===== src/rtl/receiver_pkg.sv =====
// Shared types and defaults for the serial frame receiver.
// The STOP state is only reachable when RECEIVER_STOP_CHECK_EN is defined.
package receiver_pkg;

    localparam int DEFAULT_DATA_BITS = 8;

    typedef enum logic [1:0] {
        IDLE = 2'd0,
        DATA = 2'd1,
        STOP = 2'd2
    } state_t;

endpackage


===== src/rtl/receiver.sv =====
// Serial receiver: one data bit per clk, start bit low, MSB-first into a shift register.
// Optional stop-bit check with framing-error flag via `define RECEIVER_STOP_CHECK_EN.
module receiver
    import receiver_pkg::*;
#(
    parameter int DATA_BITS = DEFAULT_DATA_BITS
) (
    input  logic                 clk,
    input  logic                 rst_n,
    input  logic                 rx,
    output logic                 rdy,
    output logic [DATA_BITS-1:0] data
`ifdef RECEIVER_STOP_CHECK_EN
    ,
    output logic                 ferr
`endif
);

    // Counter holds 0..DATA_BITS-1 within a frame; one extra bit keeps it from wrapping.
    localparam int                CNT_W    = $clog2(DATA_BITS + 1);
    localparam logic [CNT_W-1:0]  LAST_BIT = CNT_W'(DATA_BITS - 1);

    state_t                 r_state;
    logic [CNT_W-1:0]       r_cnt;
    logic [DATA_BITS-1:0]   r_data;
    logic                   r_rdy;

    state_t                 w_state_next;
    logic [CNT_W-1:0]       w_cnt_next;
    logic [DATA_BITS-1:0]   w_data_next;
    logic                   w_rdy_next;

`ifdef RECEIVER_STOP_CHECK_EN
    logic                   r_ferr;
    logic                   w_ferr_next;
`endif

    always_ff @(posedge clk or negedge rst_n) begin
        if (!rst_n) begin
            r_state <= IDLE;
            r_cnt   <= '0;
            r_data  <= '0;
            r_rdy   <= 1'b0;
`ifdef RECEIVER_STOP_CHECK_EN
            r_ferr  <= 1'b0;
`endif
        end else begin
            r_state <= w_state_next;
            r_cnt   <= w_cnt_next;
            r_data  <= w_data_next;
            r_rdy   <= w_rdy_next;
`ifdef RECEIVER_STOP_CHECK_EN
            r_ferr  <= w_ferr_next;
`endif
        end
    end

    always_comb begin
        w_state_next = r_state;
        w_cnt_next   = r_cnt;
        w_data_next  = r_data;
        w_rdy_next   = r_rdy;
`ifdef RECEIVER_STOP_CHECK_EN
        w_ferr_next  = r_ferr;
`endif
        case (r_state)
            IDLE: begin
                // Old data is deliberately kept; it shifts out as the new frame arrives.
                if (!rx) begin
                    w_state_next = DATA;
                    w_cnt_next   = '0;
                    w_rdy_next   = 1'b0;
`ifdef RECEIVER_STOP_CHECK_EN
                    w_ferr_next  = 1'b0;
`endif
                end
            end
            DATA: begin
                w_data_next = {r_data[DATA_BITS-2:0], rx};
                if (r_cnt == LAST_BIT) begin
`ifdef RECEIVER_STOP_CHECK_EN
                    w_state_next = STOP;
`else
                    w_state_next = IDLE;
                    w_rdy_next   = 1'b1;
`endif
                end else begin
                    w_cnt_next = r_cnt + CNT_W'(1);
                end
            end
`ifdef RECEIVER_STOP_CHECK_EN
            STOP: begin
                w_state_next = IDLE;
                if (rx) begin
                    w_rdy_next  = 1'b1;
                end else begin
                    w_ferr_next = 1'b1;
                end
            end
`endif
            default: begin
                w_state_next = IDLE;
            end
        endcase
    end

    assign data = r_data;
    assign rdy  = r_rdy;
`ifdef RECEIVER_STOP_CHECK_EN
    assign ferr = r_ferr;
`endif

endmodule


===== config.mk =====
export PLATFORM = sky130hd
export DESIGN_NAME = receiver
export DESIGN_NICKNAME = d
export VERILOG_FILES = /design/src/rtl/receiver_pkg.sv /design/src/rtl/receiver.sv
export SDC_FILE = /design/constraint.sdc
export NUM_CORES = 1
export LEC_CHECK = 0
export CAP_MARGIN = 20
export CORE_AREA = 8 8 45 47
export CTS_CLUSTER_DIAMETER = 200
export DETAILED_ROUTE_END_ITERATION = 8
export DIE_AREA = 0 0 53 55
export DONT_BUFFER_PORTS = 1
export PLACE_DENSITY = 0.71
export SYNTH_ARGS = -nofsm -noshare
export SYNTH_HDL_FRONTEND = slang
export SYNTH_SLANG_ARGS = --single-unit

===== constraint.sdc =====
create_clock -name clk -period 1.3 [get_ports clk]
set_clock_uncertainty 0.2 [all_clocks]
set_input_delay 0.325 -clock clk [delete_from_list [all_inputs] [get_ports clk]]
set_output_delay 0.325 -clock clk [all_outputs]
set_load 0.02 [all_outputs]

==> summary.txt <==
Run status
  – Status: finished with violations
  – Violated checks: setup timing

Synth
  – Syn_area_per_cell: 13.0 um^2
  – Seq/Total Area, Yosys: 0.574
  – Yosys cell types: 19
  – Post-Syn Area: 611 um^2
  – Syn. warnings: 0
  – Yosys reg bits: 14
  – Syn nets: 51
  – Post-Synthesis Cells: 47

Worst setup path
  – Longest individual stage delay on the worst path: 420 ps
  – Req. time, crit path: 1270 ps
  – CP cell instances: ha_4 > nand2_2 > nor2_2 > o41ai_2
  – WS Path Type: reg2reg
  – Crit Path Max Fanout: 3
  – Critical Path Slowest Stage Cell: dfrtp_1
  – Startpoint types: flip-flop
  – Crit end category: flip-flop
  – Arr. time, crit path: 1280 ps

Power
  – Pwr Density: 2760 nW/um^2
  – Worst vdd ir: 1.27 mV
  – Pleak: 0.353 nW
  – Overall Power: 2.20 mW

CTS
  – Cts bufs inserted: 3
  – Clk_lat worst skew: 270 ps
  – H-tree depth: 1
  – Worst-path clk slew: 80 ps
  – CTS Buffer Depth: 2
  – CTS tree: built
  – Clock sink count: 14
  – Root buf cell: clkbuf_4

Routing
  – Post-route ant nets: 0
  – Drt drc: 0
  – WL per Instance: 14.7 um
  – WL final: 1.15 mm
  – TritonRoute pass-1 iters: 3
  – Post-DR vias/cell: 5.12
  – Vias: 399
  – Initial DRC count: 3

Timing
  – Unrepaired setup endpoints after global routing: true
  – Peak Freq: 763 MHz
  – Pins over their slew limit: 0
  – Hold violation count in the final report: 0
  – Period utilization: 1.01
  – Worst Max-Slew Pin Slew: 633 ps
  – Worst setup margin: -10.5 ps
  – TNS Setup: -10.5 ps
  – Final setup fails: 1
  – Slew margin rel.: 0.577
  – Minimum clock period: 1310 ps

Die
  – Die height: 55 um
  – Die Span X: 53 um
  – Top-Level Pins: 12
  – # rows: 14
  – Core Footprint: 1380 um^2
  – Starting Density: 0.441
  – Die area: 2920 um^2

Global route
  – GRT Util Overall: 0.0884
  – Total congestion overflow: 0
  – Vias in the first global route: 423
  – First-pass GRT wire length: 1.89 mm
  – Largest net degree at the start of global routing: 15
  – Antenna violations before repair: 0

Placement
  – Post-DP Area: 678 um^2
  – Worst slack at placement: -16.5 ps
  – Routability cong.: 0.763
  – Count of input and output buffers: 0

Worst hold path
  – Worst hold path type: in2reg

Layout
  – # diodes: 0
  – Layout cells sized above 1: 0.629
  – NumNets Final: 67
  – Fin area: 797 um^2
  – Area Overhead vs Synth: 30.5%

Job
  – Max Cap Viol: 0
[cells by family (layout without fill, tap and decap cells)]
| group | after synthesis | in the layout | synth area share |
|---|---|---|---|
| XOR/XNOR | 1 | 1 | 0.0143 |
| multiplexers | 9 | 9 | 0.164 |
| adder cells (fa/ha/maj) | 1 | 1 | 0.0205 |
| AO/OA/AOI/OAI | 9 | 9 | 0.0963 |
| buffers and inverters | 3 | 18 | 0.0246 |
| flip-flops | 14 | 14 | 0.574 |
| AND/OR/NAND/NOR | 10 | 10 | 0.107 |
[where the power goes]
group | leakage (nW) | internal, mW | switching [mW]
Combinational | 0.178 | 0.509 | 0.312
Sequential | 0.154 | 0.678 | 0.394
Clock | 0.0210 | 0.170 | 0.134
Total | 0.353 | 1.36 | 0.840
[worst paths after layout]
| kind | depth (start not counted) | from | endpoint | slack [ps] |
|---|---|---|---|---|
| setup / recovery | 4 | r_cnt[1] | r_cnt[3] | -10 |
| max in group asynchronous | 1 | rst_n | data[4] | 150 |
| hold / removal | 2 | rx | r_cnt[2] | 20 |
| min in group asynchronous | 1 | rst_n | data[7] | 310 |
| setup reg to reg | 4 | r_cnt[1] | r_cnt[3] | -10 |
| hold reg to reg | 1 | r_cnt[3] | r_cnt[3] | 420 |
[state kept, by name (all words and copies together) (netlist names)]
register  count
data          8
r_cnt         4
r_state       1
rdy           1
[layout make-up]
| class | instances | area [um^2] |
|---|---|---|
| timing repair buffer | 12 | 97.6 |
| sequential | 14 | 362 |
| clock buffer | 4 | 36.3 |
| fill | 126 | 587 |
| multi-input combinational | 30 | 274 |
| tap | 16 | 20.0 |
| inverter | 2 | 7.51 |
[Yosys cell counts, drive strengths merged]
cell type  instances  area (um^2)
a21oi              4         20.0
a22oi              1         7.51
and2               1         7.51
buf                1         7.51
dfrtp             14          350
ha                 1         12.5
inv                2         7.50
mux2               8         90.1
mux2i              1         10.0
nand2              2         7.51
nand3              2         10.0
nand3b             1         20.0
nand4              1         6.26
nor2               2         7.51
nor2b              1         6.26
o21ai              3         15.0
o41ai              1         16.3
xnor2              1         8.76
[placed cells by master (no fill, tap or decap), drive strengths merged, types with 2 or more instances in the layout]
cell type    count
dfrtp           14
buf              9
mux2             8
a21oi            4
clkbuf           4
dlygate4sd3      3
o21ai            3
nand3            2
inv              2
nor2             2
nand2            2
[per-stage QoR]
| step | util | cells | hold WS, ps |
|---|---|---|---|
| 6_report | 0.576 | 78 | 16.2 |
| 5_1_grt | 0.576 | 78 | 22.9 |
| 4_1_cts | 0.543 | 75 | 10.6 |
| 3_5_place_dp | 0.490 | 69 | -170 |
| 3_3_place_gp | 0.490 | 69 | -170 |
| 2_1_floorplan | - | 47 | -171 |
[critical path, delay by kind of cell, from the launching register on]
family          cells  cell delay, ps
flops               1             420
simple gates        2             120
compound gates      1             280
fa+ha+maj           1             190
[repair_timing]
item | 4_1_cts | 5_1_grt
hold buffers | 2 | 1
hold endpoints to repair | 15 | 1
setup endpoints to repair | 4 | 12
resized for setup | 5 | 11
buffers inserted | 0 | 2
pin swaps | 0 | 0
[layer usage]
layer	wire length (um)	track usage
met4	18	0.0388
met2	549	0.135
met3	79	0.0428
met5	0	0
met1	498	0.104
Power figures use the tool's default switching activity.
